[src/rtl/alu_share_arbiter.sv]
// Round-robin REQ/GNT/DONE arbiter sharing one combinational ALU between two requesters.
// Optional opcode range check (extra ERR output) enabled by defining ALU_ARB_OPRN_CHECK_EN.
module alu_share_arbiter #(
    parameter int DATA_WIDTH    = 32,
    parameter int OPRN_WIDTH    = 6,
    parameter int SETTLE_CYCLES = 1
) (
    input  logic                  CLK,
    input  logic                  RST,
    input  logic                  REQ0,
    input  logic [DATA_WIDTH-1:0] OP1_0,
    input  logic [DATA_WIDTH-1:0] OP2_0,
    input  logic [OPRN_WIDTH-1:0] OPRN_0,
    input  logic                  REQ1,
    input  logic [DATA_WIDTH-1:0] OP1_1,
    input  logic [DATA_WIDTH-1:0] OP2_1,
    input  logic [OPRN_WIDTH-1:0] OPRN_1,
    output logic                  GNT0,
    output logic                  GNT1,
    output logic                  DONE0,
    output logic                  DONE1,
    output logic [DATA_WIDTH-1:0] RES,
    output logic                  RES_ZERO,
    output logic                  BUSY,
`ifdef ALU_ARB_OPRN_CHECK_EN
    output logic                  ERR,
`endif
    output logic [DATA_WIDTH-1:0] ALU_OP1,
    output logic [DATA_WIDTH-1:0] ALU_OP2,
    output logic [OPRN_WIDTH-1:0] ALU_OPRN,
    input  logic [DATA_WIDTH-1:0] ALU_OUT,
    input  logic                  ALU_ZERO
);

    localparam int SETTLE_EFF = (SETTLE_CYCLES < 1) ? 1 : SETTLE_CYCLES;
    localparam int CNT_W      = $clog2(SETTLE_EFF + 1);
    localparam logic [CNT_W-1:0] CNT_LOAD = CNT_W'(SETTLE_EFF);

    typedef enum logic [1:0] {S_IDLE, S_EXEC, S_DONE} state_t;

    state_t                 state;
    logic [CNT_W-1:0]       cnt;
    logic                   last;
    logic                   win1;
    logic [DATA_WIDTH-1:0]  win_op1;
    logic [DATA_WIDTH-1:0]  win_op2;
    logic [OPRN_WIDTH-1:0]  win_oprn;

`ifdef ALU_ARB_OPRN_CHECK_EN
    function automatic logic oprn_valid(input logic [OPRN_WIDTH-1:0] op);
        return (op >= OPRN_WIDTH'(1)) && (op <= OPRN_WIDTH'(9));
    endfunction
`endif

    // On a tie the requester that was not served last wins.
    always_comb begin
        win1     = REQ1 & (~REQ0 | ~last);
        win_op1  = win1 ? OP1_1  : OP1_0;
        win_op2  = win1 ? OP2_1  : OP2_0;
        win_oprn = win1 ? OPRN_1 : OPRN_0;
    end

    always_ff @(posedge CLK or negedge RST) begin
        if (!RST) begin
            state    <= S_IDLE;
            cnt      <= '0;
            last     <= 1'b1;
            GNT0     <= 1'b0;
            GNT1     <= 1'b0;
            DONE0    <= 1'b0;
            DONE1    <= 1'b0;
            RES      <= '0;
            RES_ZERO <= 1'b0;
            BUSY     <= 1'b0;
            ALU_OP1  <= '0;
            ALU_OP2  <= '0;
            ALU_OPRN <= '0;
`ifdef ALU_ARB_OPRN_CHECK_EN
            ERR      <= 1'b0;
`endif
        end else begin
            case (state)
                S_IDLE: begin
                    if (REQ0 || REQ1) begin
                        GNT0 <= ~win1;
                        GNT1 <= win1;
                        BUSY <= 1'b1;
`ifdef ALU_ARB_OPRN_CHECK_EN
                        // Illegal opcodes never reach the ALU; answer immediately with an error.
                        if (!oprn_valid(win_oprn)) begin
                            DONE0    <= ~win1;
                            DONE1    <= win1;
                            RES      <= '0;
                            RES_ZERO <= 1'b0;
                            ERR      <= 1'b1;
                            last     <= win1;
                            state    <= S_DONE;
                        end else
`endif
                        begin
                            ALU_OP1  <= win_op1;
                            ALU_OP2  <= win_op2;
                            ALU_OPRN <= win_oprn;
                            cnt      <= CNT_LOAD;
                            state    <= S_EXEC;
                        end
                    end
                end
                S_EXEC: begin
                    cnt <= cnt - CNT_W'(1);
                    if (cnt == CNT_W'(1)) begin
                        RES      <= ALU_OUT;
                        RES_ZERO <= ALU_ZERO;
                        DONE0    <= GNT0;
                        DONE1    <= GNT1;
                        last     <= GNT1;
                        state    <= S_DONE;
                    end
                end
                S_DONE: begin
                    DONE0 <= 1'b0;
                    DONE1 <= 1'b0;
                    GNT0  <= 1'b0;
                    GNT1  <= 1'b0;
                    BUSY  <= 1'b0;
`ifdef ALU_ARB_OPRN_CHECK_EN
                    ERR   <= 1'b0;
`endif
                    state <= S_IDLE;
                end
                default: state <= S_IDLE;
            endcase
        end
    end

endmodule

[config.mk]
export PLATFORM = sky130hd
export DESIGN_NAME = alu_share_arbiter
export DESIGN_NICKNAME = d
export VERILOG_FILES = /design/src/rtl/alu_share_arbiter.sv
export SDC_FILE = /design/constraint.sdc
export NUM_CORES = 1
export LEC_CHECK = 0
export CAP_MARGIN = 20
export CORE_MARGIN = 3
export CORE_UTILIZATION = 41
export DETAILED_ROUTE_END_ITERATION = 6
export PLACE_DENSITY = 0.93
export SKIP_LAST_GASP = 1
export SLEW_MARGIN = 20
export SYNTH_ARGS = -nofsm -noshare
export SYNTH_HDL_FRONTEND = slang
export SYNTH_SLANG_ARGS = --single-unit
[constraint.sdc]
create_clock -name CLK -period 2.8 [get_ports CLK]
set_input_delay 0.56 -clock CLK [delete_from_list [all_inputs] [get_ports CLK]]
set_output_delay 0.56 -clock CLK [all_outputs]
set_load 0.02 [all_outputs]
Word-level counts from Yosys, hierarchy flattened:

Index checks and enable logic that the tools add are counted.

* flip-flop bits (word level): 112
* bits in latches: 0
* memory bits (writable): 0
* bits in read-only memories: 0
* input bits: 177
* memories: 0

* add/subtract/negate cells: 1
* multiply operators: 0
* divide/modulo/power cells: 0
* magnitude comparators: 0
* eq/ne operators: 4
* shift operators: 0
* muxes and demuxes: 17
* bitwise gates (word level): 5
* reductions and logical operators: 11

Operators with widths (number)
* two-way mux 32 bit: 2
* case mux 1 bit (2 select lines): 6
* AND reduction 2 bit: 6
* two-way mux 6 bit: 1
* nonzero test 2 bit: 3
* two-way mux 1 bit: 5
* two-way mux 2 bit: 2
* inequality test 2 bit (second input constant): 2
* case mux 2 bit (2 select lines): 1
* NOT 1 bit: 3
* == test 2 x 1 -> 1 bit (second input constant): 1
* == test 2 bit (second input constant): 1
* logical NOT 2 bit: 1
* AND 1 bit: 1
* logical OR 1 bit: 1
* bitwise OR 1 bit: 1
* subtractor 1 bit (second input constant): 1

Logic depth before layout (Yosys ltp):

* depth in word-level cells: 6
* depth in mapped cells: 6

Least setup slack after synthesis:

Ideal clock, no wire load.

* path type: register -> register
* from: register state[0]
* to: register ALU_OP1[0]
* arrival: 1380 ps
* path slack: 1294 ps
* stages on the path, launching flop included: 7
* path through: dfrtp_1 > buf_6 > or2_1 > buf_6 > buf_6 > o21a_1 > a221o_1

* longest elaborated chain between the ends: 2

RTL lines
* start, declared: line 41 `state_t state;`
* start signal, assigned: line 65 `state <= S_IDLE;`
* start signal, assigned: line 105 `state <= S_EXEC;`
* start signal, assigned: line 117 `state <= S_DONE;`
* logical NOT 2 bit: line 82 `case (state)`
* AND reduction 2 bit (no line)
* end signal, assigned: line 101 `ALU_OP1 <= win_op1;`
* end, declared: line 28 `output logic [DATA_WIDTH-1:0] ALU_OP1,`

No other way between the ends.
A chain may end at the register's enable or synchronous reset.

Worst setup path after layout:

* from: input port REQ1
* to: register ALU_OPRN[4]

* longest elaborated chain between the ends: 2
* elaborated cells on any way between the ends: 4

RTL lines
* start, declared: line 14 `input logic REQ1,`
* AND 1 bit or logical OR 1 bit (tied branches): line 57, 84
* two-way mux 6 bit or AND reduction 2 bit (tied branches)
* end signal, assigned: line 103 `ALU_OPRN <= win_oprn;`
* end, declared: line 30 `output logic [OPRN_WIDTH-1:0] ALU_OPRN,`

Several ways; a longest one is shown, not always the timed one.

==> summary.md <==
| Metric | Value |
|---|---|
| Setup Fix Bufs, Post-CTS | `0` |
| CTS Buffer Depth | `2` |
| Final Skew | `roughly 0.0095 ns` |
| DIE HEIGHT | `114 um` |
| Power per cell area | `1140 nW/um2` |
| Synth warn | `0` |
| Final setup fails | `0` |
| Final HPWL DP | `12.1 mm` |
| Clock share of power | `0.135` |
| Post-CTS sizing | `0` |
| Antenna violations before repair | `0` |
| Worst Path Max Fanout | `42` |
| Detailed Route Iter0 Violations | `approximately 280` |
| Internal power | `5.67 mW` |
| Reg power frac | `0.320` |
| Die Wd | `114 um` |
| Final setup TNS | `0 ns` |
| Slowest CP cell | `nor2_4` |
| N_diodes | `0` |
| Hold_buf cts | `0` |
| CP Capture Type | `flip-flop` |
| Filler cells | `763` |
| Avg WL per Cell | `between 20 and 25 um` |
| Vias/cell | `5.62` |
| Final min period | `roughly 2.3 ns` |
| Worst rel slew slack | `0.500` |
| MaxCap Viol Count | `0` |
| Outcome | `complete, no violations` |
| Root buf cell | `clkbuf_16` |
| Final WL | `16.2 mm` |
| Fraction of layout cells with a size suffix above 1 | `0.0420` |
| Synth Register Bits | `112` |
| Most common cell after layout, fill and taps aside | `clkdlybuf4s50_1` |
| Number of global-route vias before repair | `4,628` |
| Num CTS Buffers | `9` |
| Psw | `between 3 and 4 mW` |
| Worst Path Required | `3.08 ns` |
| Clk sinks | `112` |
| Sequential fraction of the synthesis area | `0.582` |
| Worst Hold Class | `input pin to async pin` |
| IO Pins | `285` |
| Gate power share | `0.546` |
| Peak VDD IR | `775 uV` |
| Drt drc | `0` |
| Critical path arrival | `2.59 ns` |
| Worst-Skew Late Latency | `roughly 0.34 ns` |
| CTS tree | `built` |
| Pre-antenna DRT Iters | `4` |
| Hold slack | `0.237 ns` |
| Gr usage total | `0.245` |
| Final net count | `between 700 and 800` |
| Crit start category | `input pin` |
| Antenna Nets Post-Route | `0` |
| First-pass GRT wire length | `25.2 mm` |
| Die area | `13,100 um2` |
| CP cell instances | `clkdlybuf4s50_1 > nor2_4 > buf_4 > o21a_1 > a221o_1` |
| Most frequent cells in the layout | `clkdlybuf4s50_1, dfrtp_1, o21a_1, a221o_1, mux2_1` |
| Synthesized area per cell | `13.8 um2` |
| R2R Setup Slk | `0.69 ns` |
| Port buffer count | `284` |
| Clock transition at path regs | `0.07 ns` |
| RSZ-0062 raised after global routing | `false` |
| Switching portion of total power | `0.378` |
| Mapped Area | `a little under 5000 um2` |
| P_leak | `approximately 3.2 nW` |
| Final Max Tran Viols | `0` |
| Routability cong. | `0.822` |
| Critical path type | `input pin to flip-flop` |
| Final Cycle Share | `0.825` |
| Total chip power | `slightly above 9 mW` |
| Worst slew pin tran | `0.748 ns` |
| Area added between synthesis and finish | `65.5%` |
| Starting Density | `0.431` |
| Count of cell types in the netlist | `23` |
| Core area | `11,200 um2` |
| Post-Syn Instances | `349` |
| H-tree lvl count | `3` |
| Achievable Freq | `433 MHz` |
| Largest net degree at the start of global routing | `67` |
| Via count | `roughly 4.3k` |
| Crit path largest cell delay | `0.63 ns` |
| Final Hold Viols | `0` |
| Rows | `38` |
| Syn_nets | `526` |
| Gr ovfl total | `0` |
==> final cells by class <==
type / count / area, um2 / area share
clock buffers: 14 / 274 / 0.0344
clock inverters: 2 / 12.5 / 0.00157
inverters: 1 / 3.75 / 0.000471
multi-input cells: 200 / 1770 / 0.222
flip-flops and latches: 112 / 2800 / 0.352
well taps: 140 / 175 / 0.0220
repair buffers: 290 / 2940 / 0.368
==> synth_stat cells <==
| cell | number | area, um2 |
|---|---|---|
| nor2b_1 | 3 | 18.8 |
| mux2_1 | 34 | 383 |
| dfstp_2 | 1 | 26.3 |
| nand2_1 | 4 | 15.0 |
| o21ai_0 | 1 | 5.00 |
| inv_1 | 1 | 3.75 |
| nand2b_1 | 2 | 12.5 |
| a31o_1 | 2 | 17.5 |
| buf_2 | 16 | 80.1 |
| and3_1 | 2 | 12.5 |
| clkbuf_1 | 7 | 26.3 |
| and2_1 | 1 | 6.26 |
| a31oi_1 | 2 | 12.5 |
| or2_1 | 1 | 6.26 |
| buf_4 | 1 | 7.51 |
| nor2_1 | 3 | 11.3 |
| o2bb2ai_1 | 2 | 17.5 |
| a221o_1 | 70 | 701 |
| o21ai_1 | 2 | 10.0 |
| o21a_1 | 70 | 526 |
| buf_6 | 12 | 135 |
| dfrtp_1 | 111 | 2780 |
| a21boi_1 | 1 | 7.51 |
==> path summary, 6_finish.rpt <==
kind,from,endpoint,cells past startpoint
max,REQ1,ALU_OPRN[4]$_DFFE_PN0P_,5
min,RST,ALU_OP1[7]$_DFFE_PN0P_,1
max reg2reg,state[0]$_DFFE_PN0P_,ALU_OP2[21]$_DFFE_PN0P_,4
min reg2reg,RES[30]$_DFFE_PN0P_,RES[30]$_DFFE_PN0P_,1
max in group asynchronous,RST,last$_DFFE_PN1P_,2
min in group CLK,RES[30]$_DFFE_PN0P_,RES[30]$_DFFE_PN0P_,1
==> through the flow <==
stage | instance area [um2] | std cells | util | setup slack (ns)
after floorplan | 4820 | 349 | - | 1.29
after global placement | 7690 | 743 | 0.688 | 0.308
after detailed placement | 7690 | 743 | 0.688 | 0.176
after CTS | 7980 | 759 | 0.714 | 0.537
after global routing | 7980 | 759 | 0.714 | 0.431
final | 7980 | 759 | 0.714 | 0.490
==> logic make-up (layout without fill, tap and decap cells) <==
| kind of cell | after synthesis | count (layout) | share of synthesized area |
|---|---|---|---|
| AOI/OAI and AO/OA | 150 | 150 | 0.269 |
| muxes | 34 | 34 | 0.0795 |
| DFF | 112 | 112 | 0.582 |
| buffers and inverters | 37 | 307 | 0.0525 |
| and+or+nand+nor | 16 | 16 | 0.0171 |
==> critical path, delay by kind of cell <==
kind,cells,cell delay (ns)
buf+inv,2,1.03
simple gates,1,0.63
compound gates,2,0.31
==> per-layer routing <==
layer	up-vias	global-route usage	share of wire
li1	1899	-	-
met2	248	0.425	0.51
met1	2082	0.287	0.37
met5	-	0	0
met3	37	0.0661	0.088
met4	0	0.101	0.033
==> sequential cells by signal, summed over array words and instances (netlist names) <==
name / flops
ALU_OP1: 32
ALU_OP2: 32
ALU_OPRN: 6
BUSY: 1
DONE0: 1
DONE1: 1
GNT0: 1
GNT1: 1
RES: 32
RES_ZERO: 1
cnt: 1
last: 1
state: 2
==> power groups by stage <==
stage / Combinational [mW] / Clock, mW / Sequential [mW]
2_1_floorplan: 1.91 / 0 / 3.78
3_3_place_gp: 4.83 / 0 / 2.88
3_5_place_dp: 5.00 / 0 / 2.92
4_1_cts: 5.02 / 1.25 / 2.91
5_1_grt: 5.27 / 1.32 / 3.01
6_report: 4.98 / 1.23 / 2.91
Power figures use the tool's default switching activity.
